File: src/rtl/mul_arbiter.sv
// mul_arbiter: two-requester round-robin front end for a shared
// floating-point multiplier.
//
// The arbiter picks one requester, captures that requester's operands and
// hands them to the multiplier. It then waits up to TIMEOUT cycles for
// mul_done and returns either the product or a zero error response. The
// 32-bit operands and the product pass through unmodified.
//
// Parameters
//   TIMEOUT    maximum WAIT cycles allowed for mul_done before the
//              transaction is aborted with resp_err=1.
//
// Ports
//   clk        rising-edge clock
//   rst        synchronous active-high reset
//   req[1:0]   per-requester request, held until the matching ack
//   req_op1_0, req_op2_0   requester 0 operands
//   req_op1_1, req_op2_1   requester 1 operands
//   ack[1:0]   one-hot, one-cycle grant pulse (ISSUE cycle)
//   resp_valid one-cycle result strobe (RESP cycle)
//   resp_id    owner of the current/last result
//   resp_data  product, or zero after a timeout
//   resp_err   set when the last transaction timed out
//   mul_start  one-cycle multiplier start pulse (ISSUE cycle)
//   mul_op1, mul_op2       operands held for the multiplier
//   mul_done   multiplier completion, only honoured in WAIT
//   mul_result multiplier product, valid with mul_done
//   busy       high whenever the arbiter is not IDLE
module mul_arbiter #(
  parameter int TIMEOUT = 64
) (
  input  logic        clk,
  input  logic        rst,
  input  logic [1:0]  req,
  input  logic [31:0] req_op1_0,
  input  logic [31:0] req_op2_0,
  input  logic [31:0] req_op1_1,
  input  logic [31:0] req_op2_1,
  output logic [1:0]  ack,
  output logic        resp_valid,
  output logic        resp_id,
  output logic [31:0] resp_data,
  output logic        resp_err,
  output logic        mul_start,
  output logic [31:0] mul_op1,
  output logic [31:0] mul_op2,
  input  logic        mul_done,
  input  logic [31:0] mul_result,
  output logic        busy
);

  localparam int DATA_W = 32;

  // Timer only has to reach TIMEOUT-1; it is compared before incrementing,
  // so it never wraps.
  localparam int TMR_W = (TIMEOUT > 1) ? $clog2(TIMEOUT) : 1;
  localparam logic [TMR_W-1:0] TMR_LAST = TMR_W'(TIMEOUT - 1);

  typedef enum logic [1:0] {
    IDLE  = 2'd0,
    ISSUE = 2'd1,
    WAIT  = 2'd2,
    RESP  = 2'd3
  } state_t;

  state_t            state;
  logic              last_grant;
  logic              id;
  logic [TMR_W-1:0]  timer;
  logic [DATA_W-1:0] op1_q;
  logic [DATA_W-1:0] op2_q;
  logic              win_id;

  // On a tie the requester that was not served last wins; a sole requester
  // always wins.
  always_comb begin
    win_id = 1'b0;
    if (req == 2'b11) begin
      win_id = ~last_grant;
    end else begin
      win_id = req[1];
    end
  end

  always_ff @(posedge clk) begin
    if (rst) begin
      state      <= IDLE;
      last_grant <= 1'b1;
      id         <= 1'b0;
      timer      <= '0;
      op1_q      <= '0;
      op2_q      <= '0;
      ack        <= 2'b00;
      mul_start  <= 1'b0;
      resp_valid <= 1'b0;
      resp_id    <= 1'b0;
      resp_data  <= '0;
      resp_err   <= 1'b0;
    end else begin
      // Pulse outputs default low; each is raised only on the transition
      // into the state that owns it.
      ack        <= 2'b00;
      mul_start  <= 1'b0;
      resp_valid <= 1'b0;
      case (state)
        IDLE: begin
          if (|req) begin
            id        <= win_id;
            op1_q     <= win_id ? req_op1_1 : req_op1_0;
            op2_q     <= win_id ? req_op2_1 : req_op2_0;
            ack       <= win_id ? 2'b10 : 2'b01;
            mul_start <= 1'b1;
            state     <= ISSUE;
          end
        end
        ISSUE: begin
          timer <= '0;
          state <= WAIT;
        end
        WAIT: begin
          // mul_done takes priority over a timeout in the same cycle.
          if (mul_done) begin
            resp_data  <= mul_result;
            resp_err   <= 1'b0;
            resp_id    <= id;
            resp_valid <= 1'b1;
            state      <= RESP;
          end else if (timer == TMR_LAST) begin
            resp_data  <= '0;
            resp_err   <= 1'b1;
            resp_id    <= id;
            resp_valid <= 1'b1;
            state      <= RESP;
          end else begin
            timer <= timer + TMR_W'(1);
          end
        end
        RESP: begin
          last_grant <= id;
          state      <= IDLE;
        end
        default: begin
          state <= IDLE;
        end
      endcase
    end
  end

  assign mul_op1 = op1_q;
  assign mul_op2 = op2_q;
  assign busy    = (state != IDLE);

endmodule
File: config.mk
export PLATFORM = sky130hd
export DESIGN_NAME = mul_arbiter
export DESIGN_NICKNAME = d
export VERILOG_FILES = /design/src/rtl/mul_arbiter.sv
export SDC_FILE = /design/constraint.sdc
export NUM_CORES = 1
export LEC_CHECK = 0
export ABC_AREA = 1
export CAP_MARGIN = 5
export CORE_ASPECT_RATIO = 1.2
export CORE_MARGIN = 3
export CORE_UTILIZATION = 37
export DETAILED_ROUTE_END_ITERATION = 8
export PLACE_DENSITY = 0.8
export SYNTH_ARGS = -nofsm -noshare
export SYNTH_HDL_FRONTEND = slang
export SYNTH_SLANG_ARGS = --single-unit
File: constraint.sdc
create_clock -name clk -period 2.3 [get_ports clk]
set_clock_uncertainty 0.2 [all_clocks]
set_input_delay 0.46 -clock clk [delete_from_list [all_inputs] [get_ports clk]]
set_output_delay 0.46 -clock clk [all_outputs]
set_load 0.02 [all_outputs]
==> results.py <==
metrics = {
    "drt": {
        "wl_per_cell_microns": 14.6,
        "first_iter_violations": 286,
        "drc": 0,
        "vias": 4752,
        "ant_nets": 0,
        "drtPass1Iterations": 5,
        "routed_via_density": 4.74,
        "routed_wl_microns": 14700,
    },
    "floorplanning": {
        "rows": 43,
        "core_region_area_sq_um": 11600,
        "die_y_microns": 126,
        "io_pins": 268,
        "dieArea_sq_um": 13300,
        "start_util": 0.381,
        "dieWidth_microns": 106,
    },
    "timing": {
        "fin_crit_sh": 0.944,
        "rsz0062_at_grt": "false",
        "fmax_ghz": 0.460,
        "slew_viol_final": 0,
        "period_needed_ps": 2170,
        "maxSlewHeadroom": 0.699,
        "fin_tns_setup_ps": 0,
        "tightest_slew_ps": 452,
        "hold_violations": 0,
        "setup_viol": 0,
        "holdWs_ps": 232,
    },
    "clock_network": {
        "cts.path.max_buffers": 2,
        "cts_sinks": 112,
        "cts_buffers": 9,
        "htree_levels": 3,
        "cts_root_buf": "clkbuf_16",
        "clk_latency_ps": 340,
        "cts_tree": "done",
        "post_cts.repair.setup_buffers": 0,
        "clk_pin_slew_ps": 70,
    },
    "yosys": {
        "netlist_area_sq_um": 4430,
        "yosysUniqueCellTypes": 28,
        "synth-simple-area-share": 0.351,
        "synth_top_family_by_area": "simple AND/OR/NAND/NOR gates",
        "ys_top_cells_by_area": "dfxtp_1, nand2_1, nand3_1",
        "yosysTopAreaCell": "dfxtp_1",
        "ys_seq_elements": 112,
        "avgSynthCellArea_sq_um": 7.53,
        "synth-adder-area-share": 0.0169,
        "netlist.area_leader.share": 0.506,
        "syn_inst": 588,
        "ys_seq_area_frac": 0.506,
        "syn_nets": 759,
        "synth-xor-area-share": 0,
        "yosysWarnings": 0,
        "muxShareOfSynthArea": 0,
        "synth_compound_gate_area_share": 0.0647,
    },
    "setup_path": {
        "slowest_delay_ps": 370,
        "cp_common_cell": "inv_1",
        "worstPathCellList": "inv_1 > ha_1 > inv_1 > dlygate4sd2_1",
        "cpMaxStageDelayCell": "dfxtp_1",
        "cp.required_ps": 1640,
        "cp_max_fo": 4,
        "path_class": "flop to output pin",
        "cp.arrival_ps": 1510,
        "ff2ff_path_depth": 7,
        "worstSetupStartpointType": "flop",
        "cp-end-kind": "output pin",
    },
    "place": {
        "dp_cells": 986,
        "placed_area_sq_um": 7230,
        "gp_congestion": 0.819,
        "io_buffers": 267,
        "hpwlAfterDp_microns": 11000,
    },
    "min_path": {
        "hold-path-cell-count": 2,
        "hold_path.class": "primary input to flop",
    },
    "global_routing": {
        "grt_max_degree": 66,
        "antenna_found_initial": 1,
        "first_global_vias": 4477,
        "grt_usage": 0.219,
        "grt_first_pass_wirelength_microns": 23400,
        "globalRoute.totalOverflow": 0,
    },
    "job": {
        "maxCapViolations": 0,
    },
    "pwr": {
        "p_leak_nw": 2.94,
        "power.density_nw_per_um2": 884,
        "peakVddDrop_v": 0.000391,
        "p_total_mw": 6.66,
    },
    "status": {
        "outcome": "finished, final reports clean",
    },
    "final_layout": {
        "area_delta_synth_final_pct": 70.1,
        "multiInputGateArea_sq_um": 1930,
        "postLayoutCellArea_sq_um": 7540,
        "drive_above_1_share": 0.0462,
        "layout.area.seq_sq_um": 2240,
        "layout.nets": 1011,
        "finalNonFillerCells": 1003,
        "num-fill-cells": 982,
    },
}
-- layout make-up --
type | instances | area share
Timing Repair Buffer | 276 | 0.373
Sequential cell | 112 | 0.298
Multi-Input combinational cell | 428 | 0.256
Clock inverter | 6 | 0.00897
Clock buffer | 10 | 0.0317
Tap cell | 157 | 0.0261
Antenna cell | 1 | 0.000332
Inverter | 13 | 0.00648
-- placed cells by master (no fill, tap or decap), types with 2 or more instances in the layout --
cell / count
inv_1: 12
clkinvlp_4: 2
ha_1: 6
nor2_2: 2
nand2_1: 247
a21oi_1: 42
buf_4: 3
buf_12: 6
nor2_1: 9
dfxtp_1: 112
nand3_1: 105
nand2_2: 2
clkbuf_16: 9
o21ai_0: 2
clkdlybuf4s50_1: 265
-- path summary, 6_finish.rpt --
kind | slack, ps | start | endpoint
min reg2reg | 270 | mul_op1[27] | mul_op1[27]
max reg2reg | 500 | state[0] | mul_op2[27]
max | 130 | state[0] | busy
min | 230 | rst | mul_start
-- per-layer routing --
layer | GRT usage | up-vias | share of wire | wire length, microns
li1 | - | 2398 | - | -
met1 | 0.262 | 2117 | 0.39 | 5730
met2 | 0.351 | 204 | 0.46 | 6820
met3 | 0.0810 | 33 | 0.11 | 1610
met4 | 0.101 | 0 | 0.036 | 529
met5 | 0 | - | 0 | 0
-- cells in the mapped netlist --
cell / instances
o21ai_0: 2
buf_6: 6
buf_4: 7
nor3_1: 1
a21oi_1: 42
nand4_1: 1
inv_1: 12
nand2_2: 2
ha_1: 6
clkbuf_1: 4
nand2_1: 247
buf_2: 15
buf_1: 3
nand3_2: 1
inv_2: 1
nor2_2: 2
a21o_1: 1
dfxtp_1: 112
a21boi_0: 1
o21ai_2: 1
a211oi_2: 1
nor2_1: 10
o21bai_1: 1
a21boi_2: 1
and2_4: 1
o21bai_2: 1
nor3_2: 1
nand3_1: 105
-- state kept, by name (all words and copies together) (netlist names) --
register    flops
state           2
resp_valid      1
mul_start       1
resp_err        1
last_grant      1
mul_op2        32
resp_data      32
id              1
mul_op1        32
ack             2
timer           6
resp_id         1
-- stage by stage --
stage / setup slack (ps) / util
floorplan: 610 / -
global placement: 225 / 0.622
detailed placement: 173 / 0.622
CTS: 104 / 0.648
global route: 34.2 / 0.648
finish: 128 / 0.648
-- report_power, final --
group          leakage (nW)  total (mW)  switching (mW)  internal (mW)
clock network         0.145        1.60           0.720          0.879
registers             0.916        2.54           0.202           2.34
logic                  1.88        2.52            1.32           1.20
-- kinds of logic after synthesis --
kind of cell / after synthesis
simple gates: 371
flops: 112
compound gates: 51
buf+inv: 48
fa+ha+maj: 6
-- timing repair --
item                       in CTS  in global routing
setup endpoints to repair       1                  0
gates resized for setup         1                  0
hold buffers                    0                  0
-- worst max-delay path: cells and delay by family (launching register included) --
kind | cells | cell delay (ps)
flip-flops | 1 | 370
buffers and inverters | 3 | 550
adder cells (fa/ha/maj) | 1 | 250
Power figures use the tool's default switching activity.
